**src/rtl/cart_flash_arbiter.sv**
```systemverilog
// Round-robin arbiter sharing the asynchronous cartridge flash read port between the
// CPU fetch path (port 0) and the DMA/boot-copy engine (port 1).
module cart_flash_arbiter #(
  parameter int WAIT_CYCLES = 4,
  parameter int ADDR_W      = 24
) (
  input  logic              I_CLK,
  input  logic              I_RESET,
  input  logic              I_P0_REQ,
  input  logic [ADDR_W-1:0] I_P0_ADDR,
  output logic              O_P0_ACK,
  output logic [15:0]       O_P0_DATA,
  input  logic              I_P1_REQ,
  input  logic [ADDR_W-1:0] I_P1_ADDR,
  output logic              O_P1_ACK,
  output logic [15:0]       O_P1_DATA,
  input  logic [15:0]       I_FLASH_DATA,
  output logic [ADDR_W-1:0] O_FLASH_ADDR,
  output logic              O_FLASH_CLK,
  output logic              O_ADDR_VALID_L,
  output logic              O_FLASH_CE_L,
  output logic              O_FLASH_OE_L,
  output logic              O_FLASH_WE_L,
  output logic              O_BUSY
);

  typedef enum logic [1:0] {
    ST_IDLE = 2'd0,
    ST_ADDR = 2'd1,
    ST_WAIT = 2'd2
  } state_t;

  localparam logic [3:0] CNT_LAST = 4'(WAIT_CYCLES - 1);

  state_t            state_q, state_d;
  logic [3:0]        cnt_q, cnt_d;
  logic              grant_q, grant_d;
  logic              last_grant_q, last_grant_d;
  logic [ADDR_W-1:0] addr_q, addr_d;
  logic              p0_ack_q, p0_ack_d;
  logic              p1_ack_q, p1_ack_d;
  logic [15:0]       p0_data_q, p0_data_d;
  logic [15:0]       p1_data_q, p1_data_d;
  logic              elig0, elig1, pick;

  // A port still holding REQ while its ACK is high must not be served twice.
  assign elig0 = I_P0_REQ & ~p0_ack_q;
  assign elig1 = I_P1_REQ & ~p1_ack_q;
  assign pick  = (elig0 & elig1) ? ~last_grant_q : elig1;

  always_comb begin
    state_d      = state_q;
    cnt_d        = cnt_q;
    grant_d      = grant_q;
    last_grant_d = last_grant_q;
    addr_d       = addr_q;
    p0_ack_d     = 1'b0;
    p1_ack_d     = 1'b0;
    p0_data_d    = p0_data_q;
    p1_data_d    = p1_data_q;
    case (state_q)
      ST_IDLE: begin
        if (elig0 | elig1) begin
          grant_d      = pick;
          last_grant_d = pick;
          addr_d       = pick ? I_P1_ADDR : I_P0_ADDR;
          state_d      = ST_ADDR;
        end
      end
      ST_ADDR: begin
        cnt_d   = 4'd0;
        state_d = ST_WAIT;
      end
      ST_WAIT: begin
        if (cnt_q == CNT_LAST) begin
          // Data is captured on the same edge that raises the ACK pulse.
          if (grant_q) begin
            p1_data_d = I_FLASH_DATA;
            p1_ack_d  = 1'b1;
          end else begin
            p0_data_d = I_FLASH_DATA;
            p0_ack_d  = 1'b1;
          end
          cnt_d   = 4'd0;
          state_d = ST_IDLE;
        end else begin
          cnt_d = cnt_q + 4'd1;
        end
      end
      default: begin
        state_d = ST_IDLE;
      end
    endcase
  end

  always_ff @(posedge I_CLK or posedge I_RESET) begin
    if (I_RESET) begin
      state_q      <= ST_IDLE;
      cnt_q        <= 4'd0;
      grant_q      <= 1'b0;
      last_grant_q <= 1'b1;
      addr_q       <= '0;
      p0_ack_q     <= 1'b0;
      p1_ack_q     <= 1'b0;
      p0_data_q    <= 16'h0000;
      p1_data_q    <= 16'h0000;
    end else begin
      state_q      <= state_d;
      cnt_q        <= cnt_d;
      grant_q      <= grant_d;
      last_grant_q <= last_grant_d;
      addr_q       <= addr_d;
      p0_ack_q     <= p0_ack_d;
      p1_ack_q     <= p1_ack_d;
      p0_data_q    <= p0_data_d;
      p1_data_q    <= p1_data_d;
    end
  end

  assign O_FLASH_ADDR   = addr_q;
  assign O_FLASH_CLK    = 1'b1;
  assign O_FLASH_WE_L   = 1'b1;
  assign O_ADDR_VALID_L = (state_q != ST_ADDR);
  assign O_FLASH_CE_L   = (state_q == ST_IDLE);
  assign O_FLASH_OE_L   = (state_q == ST_IDLE);
  assign O_BUSY         = (state_q != ST_IDLE);
  assign O_P0_ACK       = p0_ack_q;
  assign O_P1_ACK       = p1_ack_q;
  assign O_P0_DATA      = p0_data_q;
  assign O_P1_DATA      = p1_data_q;

endmodule

```
**config.mk**
```make
export PLATFORM = sky130hd
export DESIGN_NAME = cart_flash_arbiter
export DESIGN_NICKNAME = d
export VERILOG_FILES = /design/src/rtl/cart_flash_arbiter.sv
export SDC_FILE = /design/constraint.sdc
export NUM_CORES = 1
export LEC_CHECK = 0
export CAP_MARGIN = 20
export CORE_UTILIZATION = 30
export CTS_CLUSTER_SIZE = 40
export DETAILED_ROUTE_END_ITERATION = 16
export MAX_ROUTING_LAYER = met4
export PLACE_DENSITY = 0.64
export SYNTH_ARGS = -nofsm -noshare
export SYNTH_HDL_FRONTEND = slang
export SYNTH_SLANG_ARGS = --single-unit
```
**constraint.sdc**
```tcl
create_clock -name I_CLK -period 2.08 [get_ports I_CLK]
set_input_delay 0.416 -clock I_CLK [delete_from_list [all_inputs] [get_ports I_CLK]]
set_output_delay 0.416 -clock I_CLK [all_outputs]
set_load 0.01 [all_outputs]
```
# Word level (Yosys, flattened, before mapping)
# Cells that the tools add are included.
# totals
reg_bits,66
input_bits,68
# op_classes
addsub,1
eq_ne,6
mux,13
bitwise_logic,8
reduce_logical,7
# ops
cell,count
24-bit 2-to-1 mux,1
4-bit one-hot mux with 2 select lines,1
1-bit 2-to-1 mux,7
2-bit one-hot mux with 3 select lines,1
3-bit AND reduction,2
"4-bit by 1-bit adder with 4-bit output, second input constant",1
"4-bit by 2-bit == test with 1-bit output, second input constant",1
2-bit 2-to-1 mux,2
4-bit 2-to-1 mux,1
"2-bit by 1-bit != test with 1-bit output, second input constant",2
1-bit NOT,4
2-bit AND reduction,2
2-bit nonzero test,2
1-bit bitwise AND,3
"2-bit by 1-bit == test with 1-bit output, second input constant",1
"2-bit == test, second input constant",1
2-bit logical NOT,1
"2-bit != test, second input constant",1
1-bit bitwise OR,1

# Depth between registers and ports, before layout
# Gate-level depths: netlist (run 1).
# logic_depth
word_depth,5
mapped_depth,7

# Worst setup path before layout (run 1)
# No wires, ideal clock.
# synth_path
path_type,reg2reg
from,register state_q[0]
to,"register p0_data_q[0], in the netlist O_P0_DATA[0]"
setup_ns,0.125
arrival_ns,1.791
required_ns,1.955
setup_slack_ns,0.163
path_stages_with_launch,8
path_buffers,2
synth_period_minus_slack_ns,1.917
cell_sequence,dfrtp_1 > inv_1 > ha_1 > clkbuf_1 > inv_1 > nor3_4 > buf_12 > mux2_4
# synth_between
elab_chain_cells,2
# synth_rtl
item,line_no,rtl
start: declaration,35,"state_t state_q, state_d;"
start signal: assignment,108,state_q <= state_d;
2-bit == test,61,case (state_q)
3-bit AND reduction (no source line),-,
end signal: assignment,115,p0_data_q <= p0_data_d;
end: declaration,42,"logic [15:0] p0_data_q, p0_data_d;"
# Every way passes these cells.
# A chain may end at the register's enable or synchronous reset.

# Worst setup path in the final report (run 1)
# layout_path
from,register state_q[1]
to,output port O_FLASH_CE_L
# layout_between
elab_chain_cells,1
# layout_rtl
item,line_no,rtl
2-bit logical NOT,124,assign O_FLASH_CE_L = (state_q == ST_IDLE);
end: declaration,21,"output logic O_FLASH_CE_L,"
# Every way passes these cells.

==> results of run 1 <==
-- per-stage QoR --
stage                     hold slack [ps]  instance area (um^2)  setup WS, ps  power (uW)
after floorplan                     470.2                  3317         10.85        3052
after CTS                           486.7                  5040         39.18        5417
after detailed placement            492.7                  4836         91.06        4287
after global placement              486.4                  4836         124.1        4233
after global routing                487.5                  5040         2.510        5712
final                               481.3                  5040         79.62        5357
-- worst min-delay path, stage by stage --
cell             delay [ps]
clkdlybuf4s50_1         410
inv_2                    80
buf_12                  310
-- kinds of logic after synthesis --
logic type	Yosys count	share of synthesized area (%)
AOI/OAI and AO/OA	84	17.86
DFF	66	49.89
buffers and inverters	59	7.591
and+or+nand+nor	40	10.12
muxes	34	12.54
adders and majority gates	5	1.888
other	1	0.1132
-- synthesized netlist by cell type, types with 2 or more instances --
cell type	count	area, um^2
buf_4	3	22.52
ha_1	5	62.56
a221oi_1	24	210.2
nor2b_1	2	12.51
a21oi_1	2	10.01
clkbuf_1	21	78.83
inv_1	32	120.1
o21ai_1	4	20.02
a22oi_1	24	180.2
o21ai_0	24	120.1
nand3_1	2	10.01
nand2b_1	3	18.77
and3b_1	25	219.0
mux2_4	9	135.1
dfrtp_1	65	1627
buf_2	2	10.01
a22o_1	2	17.52
mux2_2	24	270.3
-- state kept, by name, indices dropped and copies added, names as in the netlist --
register	count
cnt_q	4
grant_q	1
O_P1_DATA	16
state_q	2
O_FLASH_ADDR	24
O_P0_DATA	16
O_P1_ACK	1
last_grant_q	1
O_P0_ACK	1
-- where the power goes --
part	total [uW]	internal [uW]	switching (uW)
Sequential	1890	1670	228
Combinational	2390	1320	1070
Clock	1070	575	496
-- routing by layer --
layer  track usage [%]  wire [um]  up-vias
met5                 -          0        -
met4             4.697         97        0
met3             4.012        652       11
met2             27.37       4346      128
met1             21.06       4051     1382
li1                  -          -     1311
-- cell usage in the layout (no fill, tap or decap), types with 2 or more instances in the layout --
cell               n
clkdlybuf4s50_1  128
dfrtp_1           65
inv_1             30
and3b_1           25
a221oi_1          24
o21ai_0           24
a22oi_1           24
mux2_2            24
buf_4             13
clkbuf_8          10
mux2_4             9
ha_1               4
buf_12             4
o21ai_1            3
nor2b_1            2
nand2b_1           2
nand3_1            2
inv_2              2
a21oi_1            2
a22o_1             2
conb_1             2
clkinvlp_4         2
clkinv_2           2
-- final timing paths --
path                                    endpoint  slack [ps]
worst max-delay path                O_FLASH_CE_L          80
min in group I_CLK                      cnt_q[0]         500
max in group asynchronous           last_grant_q        1270
worst max register to register     O_P0_DATA[12]         240
worst min register to register          cnt_q[0]         500
worst min-delay path            O_FLASH_ADDR[16]         480
-- repair_timing --
action | CTS | global route
gates cloned | 0 | 0
setup endpoints to repair | 3 | 2
hold buffers | 0 | 0
gates resized for setup | 3 | 1
hold endpoints to repair | 0 | 0
-- cell type report --
| class | count | area, um^2 | share of cell area (%) |
|---|---|---|---|
| Clock buffer | 10 | 137.6 | 2.731 |
| Inverter | 32 | 120.1 | 2.383 |
| Clock inverter | 5 | 55.05 | 1.092 |
| Timing Repair Buffer | 146 | 1468 | 29.12 |
| Multi-Input combinational cell | 165 | 1431 | 28.40 |
| Sequential cell | 66 | 1653 | 32.80 |
| Tap cell | 140 | 175.2 | 3.476 |
==> impl_metrics.toml, run 1 <==
[final_layout]
num-fill-cells = 979
antenna_cells = 0
layout-drive-gt1-share_pct = 18.16
area_delta_synth_final_pct = 52.11
final_util_pct = 46.70
nNetsFinal = 493
final_cells = 564

[hold_path]
hp-class = "in -> async"

[global_routing]
grt_pass1_wl_um = 14680
grt_pass1_vias = 2921
grt_util_all_layers_pct = 16.88
grt_antenna_before_repair = 0
grt_max_degree = 67
overflow = 0

[drt]
initialDrtViolationCount = 81
vias_per_cell = 5.021
ant_nets = 0
routed_wl_um = 9148
drc_errors = 0
wl_per_cell_um = 16.22
num_vias = 2832
drtPass1Iterations = 4

[timing]
fmax_mhz = 499.9
setup_viol_count_final = 0
timing.setup.tns_ps = 0
post-route-period-util_pct = 96.17
period_minus_slack_ps = 2000
slew_violations = 0
rsz0062_at_grt = "no"
skew_ps = 8.310
hold_viol = 0

[floorplanning]
rows = 38
die_x_um = 107.1
core-area_um2 = 10790
die_y_um = 107.1
io_pins = 132
initial_core_util_pct = 30.70
fp.dieArea_um2 = 11470

[power_and_ir_drop]
vdd_drop_max_mv = 0.5110
powerDensity_nw_per_um2 = 1063
leakagePower_uw = 0.002191

[setup_path]
cp_max_fo = 4
worst_path_max_delay_cell = "clkdlybuf4s50_1"
startpoint_type = "flop"
crit_cells = 3
cp.required_ps = 1660
path_buf_inv = 2
r2r_start = "cnt_q[0]"
endpoint_kind = "output pin"
crit_type = "reg -> out"
cp.arrival_ps = 1580
cp_top_family = "buffers and inverters"
reg2regPathDepth = 5
cp-startpoint = "state_q[1]"
crit_chain = "inv_1 > ha_4 > clkdlybuf4s50_1"
max_stage_delay_ps = 540

[synth]
synthCells = 289
ys_seq_elements = 66
ys.flop_type = "dfrtp_1"
syn_area_um2 = 3313
ys_seq_area_share_pct = 49.89
yosys_warnings = 0
synth_area_per_cell_um2 = 11.46
synth-edff-count = 0
async_flop_share_pct = 100.0
ys_types = 34

[cts]
path_clk_slew_ps = 80
cts_tree = "built"
cts.sinks = 66
root_buffer = "clkbuf_8"
ctsLongestPathBuffers = 2
clk_latency_ps = 340
h-tree-depth = 3
cts_made_buffers = 9
post_cts_buffers = 0

[run_status]
status = "complete, no violations"

[placement]
place_hpwl_um = 6310
gp_congestion = 0.7463
dp.cells = 549
io_buffers = 129

[flow_run]
max_cap_viol_count = 0
Power figures use the tool's default switching activity.
==> run 2: changes to the inputs <==
Settings changed: PLACE_DENSITY 0.64 to 0.59.
==> run 2 against run 1 <==
  * Clock-buffer cell count unchanged
  * Critical path depth increased by 1
  * Clock skew is 1.2 ps higher
  * Global-route usage up 0.23 points
  * Worst hold slack lost 130 ps
  * Worst setup slack gained 30 ps
  * Non-clock buffer count up 1
  * Flip-flop and latch count unchanged
  * Cell count up 0.35%
  * Via count is 1.6% lower
  * Highest routed layer unchanged
==> impl_metrics.toml, run 2 (synthesis gave the netlist of run 1 again) <==
[floorplanning]
rows = 38
core-area_um2 = 10790
io_pins = 132
die_x_um = 107.1
initial_core_util_pct = 30.70
fp.dieArea_um2 = 11470
die_y_um = 107.1

[power_and_ir_drop]
powerDensity_nw_per_um2 = 1034
power.switching_uw = 1799
vdd_drop_max_mv = 0.3948
pwr-share-comb_pct = 44.8
p_int_uw = 3393
leakagePower_uw = 0.002191
pwr-share-seq_pct = 36.2
power.share.clock_pct = 18.9
power_switching_share_pct = 34.65

[final_layout]
area_delta_synth_final_pct = 51.47
multi_input_area_um2 = 1419
final_util_pct = 46.50
layout-drive-gt1-share_pct = 18.08
final_cells = 566
num-fill-cells = 1030
nNetsFinal = 494
layout_common_cells = "126 x clkdlybuf4s50_1, 65 x dfrtp_1, 31 x inv_1, 25 x and3b_1"
largest_reg_flops = 24
layout_commonest_cell = "clkdlybuf4s50_1"
antenna_cells = 0
seq_area_um2 = 1653

[drt]
vias_per_cell = 4.922
initialDrtViolationCount = 81
ant_nets = 0
routed_wl_um = 9241
drc_errors = 0
wl_per_cell_um = 16.33
drtPass1Iterations = 4
num_vias = 2786

[cts]
ctsLongestPathBuffers = 2
cts.sinks = 66
clk_latency_ps = 340
h-tree-depth = 3
cts_made_buffers = 9
cts_tree = "built"
path_clk_slew_ps = 70
root_buffer = "clkbuf_8"

[timing]
hold_viol = 0
finalWorstSetupSlack_ps = 109.4
rsz0062_at_grt = "no"
timing.setup.tns_ps = 0
setup_viol_count_final = 0
period_minus_slack_ps = 1971
fmax_mhz = 507.5
post-route-period-util_pct = 94.74
slew_violations = 0
skew_ps = 9.529

[setup_path]
cp_max_fo = 3
cp.required_ps = 1660
cp.arrival_ps = 1550
endpoint_kind = "output pin"
crit_chain = "inv_1 > ha_1 > inv_1 > clkdlybuf4s50_1"
startpoint_type = "flop"
max_stage_delay_ps = 520
crit_type = "reg -> out"
worst_path_max_delay_cell = "clkdlybuf4s50_1"
cpMostUsedCell = "inv_1"

[global_routing]
grt_util_all_layers_pct = 17.11
grt_max_degree = 50
overflow = 0
grt_antenna_before_repair = 0
grt_pass1_vias = 2911
grt_pass1_wl_um = 14840

[placement]
gp_congestion = 0.7571
io_buffers = 129
place_hpwl_um = 6595
dp_slack_ps = 229.9
dp.cells = 550

[hold_path]
hp-class = "in -> async"

[flow_run]
max_cap_viol_count = 0

[run_status]
status = "complete, no violations"
## run 2: stage by stage
step                power [uW]  hold WS (ps)  instance area, um^2
floorplan                 3052         470.2                 3317
finish                    5191         354.7                 5019
CTS                       5269         345.0                 5019
global placement          4239         485.3                 4843
detailed placement        4279         491.5                 4843
global route              5564         371.4                 5019
## run 2: what timing repair did
item,4_1_cts,5_1_grt
setup endpoints to repair,3,0
hold buffers,0,0
resized for setup,3,0
buffers inserted,0,0
## run 2: worst paths after layout
kind                              start              to  slack (ps)  depth (start not counted)
max in group asynchronous       I_RESET    last_grant_q        1190                          3
min                             I_RESET    O_P1_DATA[9]         350                          2
min reg2reg                O_P1_DATA[7]    O_P1_DATA[7]         510                          1
max reg2reg                    cnt_q[0]   O_P0_DATA[11]         220                          5
min in group I_CLK         O_P1_DATA[7]    O_P1_DATA[7]         510                          1
max                          state_q[1]  O_ADDR_VALID_L         110                          4
## run 2: power by group through the flow
stage                     Clock [uW]  Combinational, uW  Sequential (uW)
after CTS                       1030               2360             1890
after global routing            1080               2550             1930
after detailed placement           0               2370             1910
after floorplan                    0               1020             2030
after global placement             0               2340             1900
final                            982               2330             1880
## run 2: critical path: cells and delay by family (launching register included)
family / cells / cell delay [ps]
buf+inv: 3 / 660
flops: 1 / 380
fa+ha+maj: 1 / 190
## run 2: cell type report
class	instances	area share (%)
inverter	32	2.393
timing repair buffer	147	29.34
clock inverter	6	0.8227
multi-input combinational	165	28.27
tap	140	3.490
clock buffer	10	2.742
sequential	66	32.93
## run 2: routing by layer
layer / global-route usage, % / up-vias / wire (um)
li1: - / 1322 / -
met1: 21.38 / 1348 / 4062
met2: 27.10 / 104 / 4382
met3: 4.924 / 12 / 694
met4: 4.697 / 0 / 102
met5: - / - / 0
